==> config.mk <==
export PLATFORM = sky130hd
export DESIGN_NAME = exec_unit
export DESIGN_NICKNAME = d
export VERILOG_FILES = /design/src/rtl/exec_pkg.sv /design/src/rtl/mul_shift_add.sv /design/src/rtl/exec_unit.sv
export SDC_FILE = /design/constraint.sdc
export NUM_CORES = 1
export LEC_CHECK = 0
export CELL_PAD_IN_SITES_DETAIL_PLACEMENT = 0
export CELL_PAD_IN_SITES_GLOBAL_PLACEMENT = 1
export CORE_AREA = 2 2 75 77
export CTS_CLUSTER_SIZE = 12
export DETAILED_ROUTE_END_ITERATION = 7
export DIE_AREA = 0 0 77 79
export PLACE_DENSITY_LB_ADDON = 0.1
export SLEW_MARGIN = 20
export SYNTH_ARGS = -nofsm -noshare
export SYNTH_HDL_FRONTEND = slang
export SYNTH_SLANG_ARGS = --single-unit
==> constraint.sdc <==
create_clock -name clk -period 0.92 [get_ports clk]
set_input_delay 0.184 -clock clk [delete_from_list [all_inputs] [get_ports clk]]
set_output_delay 0.184 -clock clk [all_outputs]
set_load 0.1 [all_outputs]
==> src/rtl/exec_pkg.sv <==
// exec_pkg: shared opcode/state encodings and width defaults for exec_unit.
package exec_pkg;
  localparam int DW_DEF = 8;
  localparam int AW_DEF = 2;
  typedef enum logic [2:0] {
    OP_ADD = 3'b000,
    OP_SUB = 3'b001,
    OP_AND = 3'b010,
    OP_OR  = 3'b011,
    OP_XOR = 3'b100,
    OP_MOV = 3'b101,
    OP_MUL = 3'b110,
    OP_CMP = 3'b111
  } op_e;
  typedef enum logic [0:0] {
    ST_IDLE = 1'b0,
    ST_MUL  = 1'b1
  } state_e;
endpackage

==> src/rtl/mul_shift_add.sv <==
// mul_shift_add: iterative shift-add multiplier, one partial product per cycle over DW cycles.
module mul_shift_add
  import exec_pkg::*;
#(
  parameter int DW = DW_DEF
) (
  input  logic            clk,
  input  logic            rst_n,
  input  logic            start,
  input  logic [DW-1:0]   a,
  input  logic [DW-1:0]   b,
  output logic            done,
  output logic [2*DW-1:0] product
);
  localparam int CW = $clog2(DW);
  logic [2*DW-1:0] acc_q, acc_d, mc_q, mc_d;
  logic [DW-1:0] mp_q, mp_d;
  logic [CW-1:0] cnt_q, cnt_d;
  logic run_q, run_d;
  // product already includes the current iteration, so it is final when done is high
  assign product = acc_q + (mp_q[0] ? mc_q : '0);
  assign done = run_q && cnt_q == CW'(DW - 1);
  always_comb begin
    acc_d = acc_q;
    mc_d = mc_q;
    mp_d = mp_q;
    cnt_d = cnt_q;
    run_d = run_q;
    if (start) begin
      acc_d = '0;
      mc_d = {{DW{1'b0}}, a};
      mp_d = b;
      cnt_d = '0;
      run_d = 1'b1;
    end else if (run_q) begin
      acc_d = product;
      mc_d = mc_q << 1;
      mp_d = mp_q >> 1;
      cnt_d = cnt_q + 1'b1;
      run_d = !done;
    end
  end
  always_ff @(posedge clk or negedge rst_n) begin
    if (!rst_n) begin
      acc_q <= '0;
      mc_q <= '0;
      mp_q <= '0;
      cnt_q <= '0;
      run_q <= 1'b0;
    end else begin
      acc_q <= acc_d;
      mc_q <= mc_d;
      mp_q <= mp_d;
      cnt_q <= cnt_d;
      run_q <= run_d;
    end
  end
endmodule

==> src/rtl/exec_unit.sv <==
// exec_unit: single-issue ALU with registered write-back; the iterative multiplier
// is built only when EXEC_UNIT_MUL_EN is defined, otherwise opcode MUL is illegal.
module exec_unit
  import exec_pkg::*;
#(
  parameter int DW = DW_DEF,
  parameter int AW = AW_DEF
) (
  input  logic          clk,
  input  logic          rst_n,
  input  logic          issue_valid,
  output logic          issue_ready,
  input  logic [2:0]    op,
  input  logic [AW-1:0] dst,
  input  logic [DW-1:0] opa,
  input  logic [DW-1:0] opb,
  output logic          wb_en,
  output logic [AW-1:0] wb_addr,
  output logic [DW-1:0] wb_data,
  output logic          carry,
  output logic          zero,
  output logic          busy,
  output logic          illegal
);
  state_e state_q, state_d;
  logic wb_en_q, wb_en_d, carry_q, carry_d, zero_q, zero_d, illegal_q, illegal_d;
  logic [AW-1:0] wb_addr_q, wb_addr_d;
  logic [DW-1:0] wb_data_q, wb_data_d, res;
  logic [DW:0] sum, diff;
  logic accept, do_wb;
`ifdef EXEC_UNIT_MUL_EN
  logic [AW-1:0] mdst_q, mdst_d;
  logic mul_done;
  logic [2*DW-1:0] mul_prod;
  mul_shift_add #(.DW(DW)) u_mul (
    .clk(clk),
    .rst_n(rst_n),
    .start(accept && op == OP_MUL),
    .a(opa),
    .b(opb),
    .done(mul_done),
    .product(mul_prod)
  );
`endif
  assign issue_ready = state_q == ST_IDLE;
  assign busy = state_q == ST_MUL;
  assign accept = issue_valid && issue_ready;
  assign sum = {1'b0, opa} + {1'b0, opb};
  assign diff = {1'b0, opa} - {1'b0, opb};
  assign wb_en = wb_en_q;
  assign wb_addr = wb_addr_q;
  assign wb_data = wb_data_q;
  assign carry = carry_q;
  assign zero = zero_q;
  assign illegal = illegal_q;
  always_comb begin
    state_d = state_q;
    wb_en_d = 1'b0;
    wb_addr_d = wb_addr_q;
    wb_data_d = wb_data_q;
    carry_d = carry_q;
    zero_d = zero_q;
    illegal_d = 1'b0;
    res = '0;
    do_wb = 1'b0;
`ifdef EXEC_UNIT_MUL_EN
    mdst_d = mdst_q;
`endif
    if (accept) begin
      case (op_e'(op))
        OP_ADD: begin res = sum[DW-1:0]; carry_d = sum[DW]; do_wb = 1'b1; end
        OP_SUB: begin res = diff[DW-1:0]; carry_d = diff[DW]; do_wb = 1'b1; end
        OP_AND: begin res = opa & opb; do_wb = 1'b1; end
        OP_OR:  begin res = opa | opb; do_wb = 1'b1; end
        OP_XOR: begin res = opa ^ opb; do_wb = 1'b1; end
        OP_MOV: begin res = opb; do_wb = 1'b1; end
        OP_CMP: begin zero_d = diff[DW-1:0] == '0; carry_d = diff[DW]; end
        OP_MUL: begin
`ifdef EXEC_UNIT_MUL_EN
          state_d = ST_MUL;
          mdst_d = dst;
`else
          illegal_d = 1'b1;
`endif
        end
      endcase
      if (do_wb) begin
        wb_en_d = 1'b1;
        wb_addr_d = dst;
        wb_data_d = res;
        zero_d = res == '0;
      end
    end
`ifdef EXEC_UNIT_MUL_EN
    if (state_q == ST_MUL && mul_done) begin
      state_d = ST_IDLE;
      wb_en_d = 1'b1;
      wb_addr_d = mdst_q;
      wb_data_d = mul_prod[DW-1:0];
      carry_d = |mul_prod[2*DW-1:DW];
      zero_d = mul_prod[DW-1:0] == '0;
    end
`endif
  end
  always_ff @(posedge clk or negedge rst_n) begin
    if (!rst_n) begin
      state_q <= ST_IDLE;
      wb_en_q <= 1'b0;
      wb_addr_q <= '0;
      wb_data_q <= '0;
      carry_q <= 1'b0;
      zero_q <= 1'b0;
      illegal_q <= 1'b0;
`ifdef EXEC_UNIT_MUL_EN
      mdst_q <= '0;
`endif
    end else begin
      state_q <= state_d;
      wb_en_q <= wb_en_d;
      wb_addr_q <= wb_addr_d;
      wb_data_q <= wb_data_d;
      carry_q <= carry_d;
      zero_q <= zero_d;
      illegal_q <= illegal_d;
`ifdef EXEC_UNIT_MUL_EN
      mdst_q <= mdst_d;
`endif
    end
  end
endmodule

==> impl_metrics.env <==
export IMPL_swShare_pct=43.1
export IMPL_worstPathArrival_ns=2.10
export IMPL_p_int_uw=2640
export IMPL_async_flop_share_pct=100
export IMPL_max_freq_ghz=0.514
export IMPL_cts_root_buf="clkbuf_8"
export IMPL_r2r_end="zero"
export IMPL_routedWlPerCell_microns=14.7
export IMPL_syn_instance_count=243
export IMPL_vias_per_cell=5.10
export IMPL_grt_pass1_vias=2398
export IMPL_clkPwrFrac_pct=12.6
export IMPL_antenna_found_initial=0
export IMPL_layoutNonFillerInstCount=457
export IMPL_rows=27
export IMPL_hp_class="input pin to async pin"
export IMPL_vdd_drop_max_mv=1.02
export IMPL_period_share_pct=211
export IMPL_cts_tree="yes"
export IMPL_powerDensity_nw_per_um2=1150
export IMPL_skew_ns=0
export IMPL_dp_slack_ns=-1.81
export IMPL_grt_max_degree=15
export IMPL_numCtsBuffers=3
export IMPL_clockBufferDepth=2
export IMPL_worstSkewPairLatency_ns=0.24
export IMPL_synth_ff_type="dfrtp_1"
export IMPL_antennaDiodeCount=0
export IMPL_placeableCoreArea_sq_um=5340
export IMPL_setup_ws_ns=-1.03
export IMPL_drtAntennaViolNets=0
export IMPL_slew_violations=0
export IMPL_p_sw_uw=2000
export IMPL_dr_pass1_iters=4
export IMPL_violations="negative setup slack"
export IMPL_clock_sinks=14
export IMPL_reg2reg_from="zero"
export IMPL_die_area_sq_um=6080
export IMPL_ys_ff_latch=14
export IMPL_first_iter_violations=93
export IMPL_path_cells="buf_12 > inv_12 > ha_4 > fa_2 > nor2_2 > a311oi_2 > a22oi_2 > nor4_2 > nand4_1 > o31ai_2"
export IMPL_drc=0
export IMPL_initial_utilization_pct=35.0
export IMPL_place_inst=427
export IMPL_rsz0062_at_grt="true"
export IMPL_io_pins=40
export IMPL_status="complete, but fails checks"
export IMPL_area_growth_pct=116
export IMPL_gr_usage_all_layers_pct=22.8
export IMPL_period_needed_ns=1.95
export IMPL_synth_nets=294
export IMPL_drt_wl_total_microns=6700
export IMPL_gp_congestion=0.822
export IMPL_r2r_setup_slack_ns=-0.04
export IMPL_worstSetupPathType="input pin to register"
export IMPL_die_x_microns=77
export IMPL_fp_dieH_microns=79
export IMPL_hold_violations=0
export IMPL_pwr_share_seq_pct=17.7
export IMPL_nNetsFinal=437
export IMPL_rr_worst_depth=3
export IMPL_power_leakage_uw=0.00179
export IMPL_io_buffer_count=37
export IMPL_syn_avg_cell_area_sq_um=7.70
export IMPL_synth_edff_count=0
export IMPL_cpPeakStageDelay_ns=0.54
export IMPL_yosysWarningCount=0
export IMPL_ys_types=48
export IMPL_setup_viol=26
export IMPL_dp_hpwl_microns=4970
export IMPL_combPwrFrac_pct=69.6
export IMPL_vias=2331
export IMPL_grt_first_pass_wirelength_microns=11200
export IMPL_fill_cells=382
export IMPL_crit_slowest_cell="fa_2"
export IMPL_cap_violations=0
export IMPL_drive_gt1_share_pct=67.8
export IMPL_syn_area_sq_um=1870
export IMPL_worstPathMaxFanout=2
export IMPL_grt_ovfl_total=0
export IMPL_required_ns=1.07
export IMPL_clk_pin_slew_worst_paths_ns=0.06
export IMPL_cp_start_kind="input pin"
export IMPL_ys_seq_area_share_pct=18.7
export IMPL_cp_end_kind="register"
export IMPL_htree_levels=1
[power groups by stage]
stage	registers (uW)	clock network [uW]	logic, uW
6_report	822	585	3230
4_1_cts	824	601	3110
5_1_grt	834	632	3410
3_5_place_dp	835	0	2650
2_1_floorplan	1440	0	882
3_3_place_gp	829	0	2640
[cell families after synthesis]
family / after synthesis / synth area share, %
simple gates: 73 / 18.8
flops: 14 / 18.7
other cells: 2 / 0.401
xor+xnor: 5 / 2.34
compound gates: 73 / 26.2
buf+inv: 38 / 8.49
mux: 11 / 6.15
fa+ha+maj: 27 / 18.9
[routing by layer]
metal / share of wire, % / GRT usage [%] / vias to the layer above
met5: 0 / 0 / -
met4: 1.8 / 8.21 / 0
met3: 3.9 / 3.18 / 14
met2: 51 / 39.5 / 61
met1: 43 / 29.1 / 1113
li1: - / - / 1143
[sequential cells by signal, summed over array words and instances, names as in the netlist]
register  cells
illegal       1
zero          1
wb_en         1
wb_addr       2
wb_data       8
carry         1
[cell usage in the layout (no fill, tap or decap), types with 3 or more instances in the layout]
| master | Yosys | routed |
|---|---|---|
| o21bai_4 | 0 | 3 |
| a211oi_2 | 0 | 4 |
| nor2_1 | 25 | 20 |
| dfrtp_2 | 0 | 13 |
| ha_1 | 25 | 9 |
| dlygate4sd2_1 | 0 | 7 |
| inv_8 | 0 | 3 |
| o32ai_2 | 0 | 3 |
| buf_12 | 0 | 19 |
| o21ai_2 | 1 | 3 |
| clkbuf_8 | 0 | 4 |
| xnor2_1 | 5 | 3 |
| o21ai_0 | 10 | 6 |
| inv_4 | 0 | 3 |
| mux2_4 | 0 | 4 |
| nand2_1 | 16 | 12 |
| a21oi_2 | 0 | 10 |
| nand2_2 | 0 | 3 |
| mux2i_1 | 7 | 6 |
| or3_1 | 4 | 3 |
| clkdlybuf4s50_1 | 0 | 3 |
| a21oi_1 | 25 | 13 |
| nor2_2 | 0 | 4 |
| nand2b_1 | 5 | 4 |
| buf_6 | 0 | 21 |
| buf_4 | 2 | 93 |
| inv_2 | 0 | 10 |
| ha_4 | 0 | 13 |
| ha_2 | 0 | 3 |
| nand3_1 | 7 | 6 |
| buf_8 | 0 | 3 |
| nor2b_1 | 5 | 3 |
| inv_1 | 25 | 7 |
| buf_2 | 7 | 3 |
| nor3_2 | 0 | 3 |
[worst max-delay path, delay by kind of cell]
kind | cells | cell delay, ns
AO/OA/AOI/OAI | 3 | 0.60
adder cells (fa/ha/maj) | 2 | 0.69
buffers and inverters | 2 | 0.12
AND/OR/NAND/NOR | 3 | 0.51
[synthesized netlist by cell type (2+ instances only)]
cell,number,share of area (%)
nor3_1,3,0.80
conb_1,2,0.40
mux2i_1,7,3.7
o22ai_1,3,1.0
dfrtp_1,14,19
xnor2_1,5,2.3
o31ai_1,3,1.2
a21oi_1,25,6.7
o32ai_1,3,1.4
inv_1,25,5.0
a22oi_1,2,0.80
ha_1,25,17
nand3_1,7,1.9
a211oi_1,5,2.0
nor2_1,25,5.0
or3_1,4,1.3
o21bai_1,3,1.2
o21ai_0,10,2.7
nor2b_1,5,1.7
buf_4,2,0.80
fa_1,2,2.1
a221oi_1,4,1.9
buf_2,7,1.9
nand2_1,16,3.2
a31oi_1,2,0.67
mux2_2,4,2.4
clkbuf_1,4,0.80
nand2b_1,5,1.7
or2_2,2,0.67
[repair_timing]
action                                 4_1_cts  5_1_grt
hold buffers                                 0        0
setup buffers                               29       10
endpoints found under the hold margin        0        0
gates cloned                                 2        0
pin swaps                                   63       43
gates resized for setup                    163       34
setup endpoints to repair                   28       26
[through the flow]
step | util [%] | hold WS, ns | cell area [sq um] | setup TNS [ns] | power (uW)
detailed placement | 61.5 | 0.522 | 3280 | -17.27 | 3490
CTS | 73.7 | 0.266 | 3930 | -9.73 | 4530
floorplan | - | -0.112 | 2110 | -7.48 | 2320
global placement | 61.5 | 0.518 | 3280 | -17.04 | 3470
global route | 75.6 | 0.276 | 4040 | -10.66 | 4870
finish | 75.6 | 0.266 | 4040 | -9.59 | 4630
[worst max-delay path by stage]
stage / from / to / slack [ns] / cells after the start
2_1_floorplan: opa[4] / zero / -0.98 / 10
3_3_place_gp: opa[0] / zero / -1.72 / 12
3_5_place_dp: opa[0] / zero / -1.81 / 11
4_1_cts: opa[0] / zero / -1.04 / 11
5_1_grt: opa[0] / zero / -1.17 / 10
6_report: opa[0] / zero / -1.03 / 10
[final cells by class]
| type | count | area (sq um) | share of cell area, % |
|---|---|---|---|
| tap | 72 | 90.1 | 2.23 |
| multi-input combinational | 192 | 1890 | 46.7 |
| sequential | 14 | 367 | 9.08 |
| inverter | 25 | 140 | 3.47 |
| clock buffer | 4 | 55.1 | 1.36 |
| timing repair buffer | 150 | 1500 | 37.1 |
(Power assumes the default switching activity.)
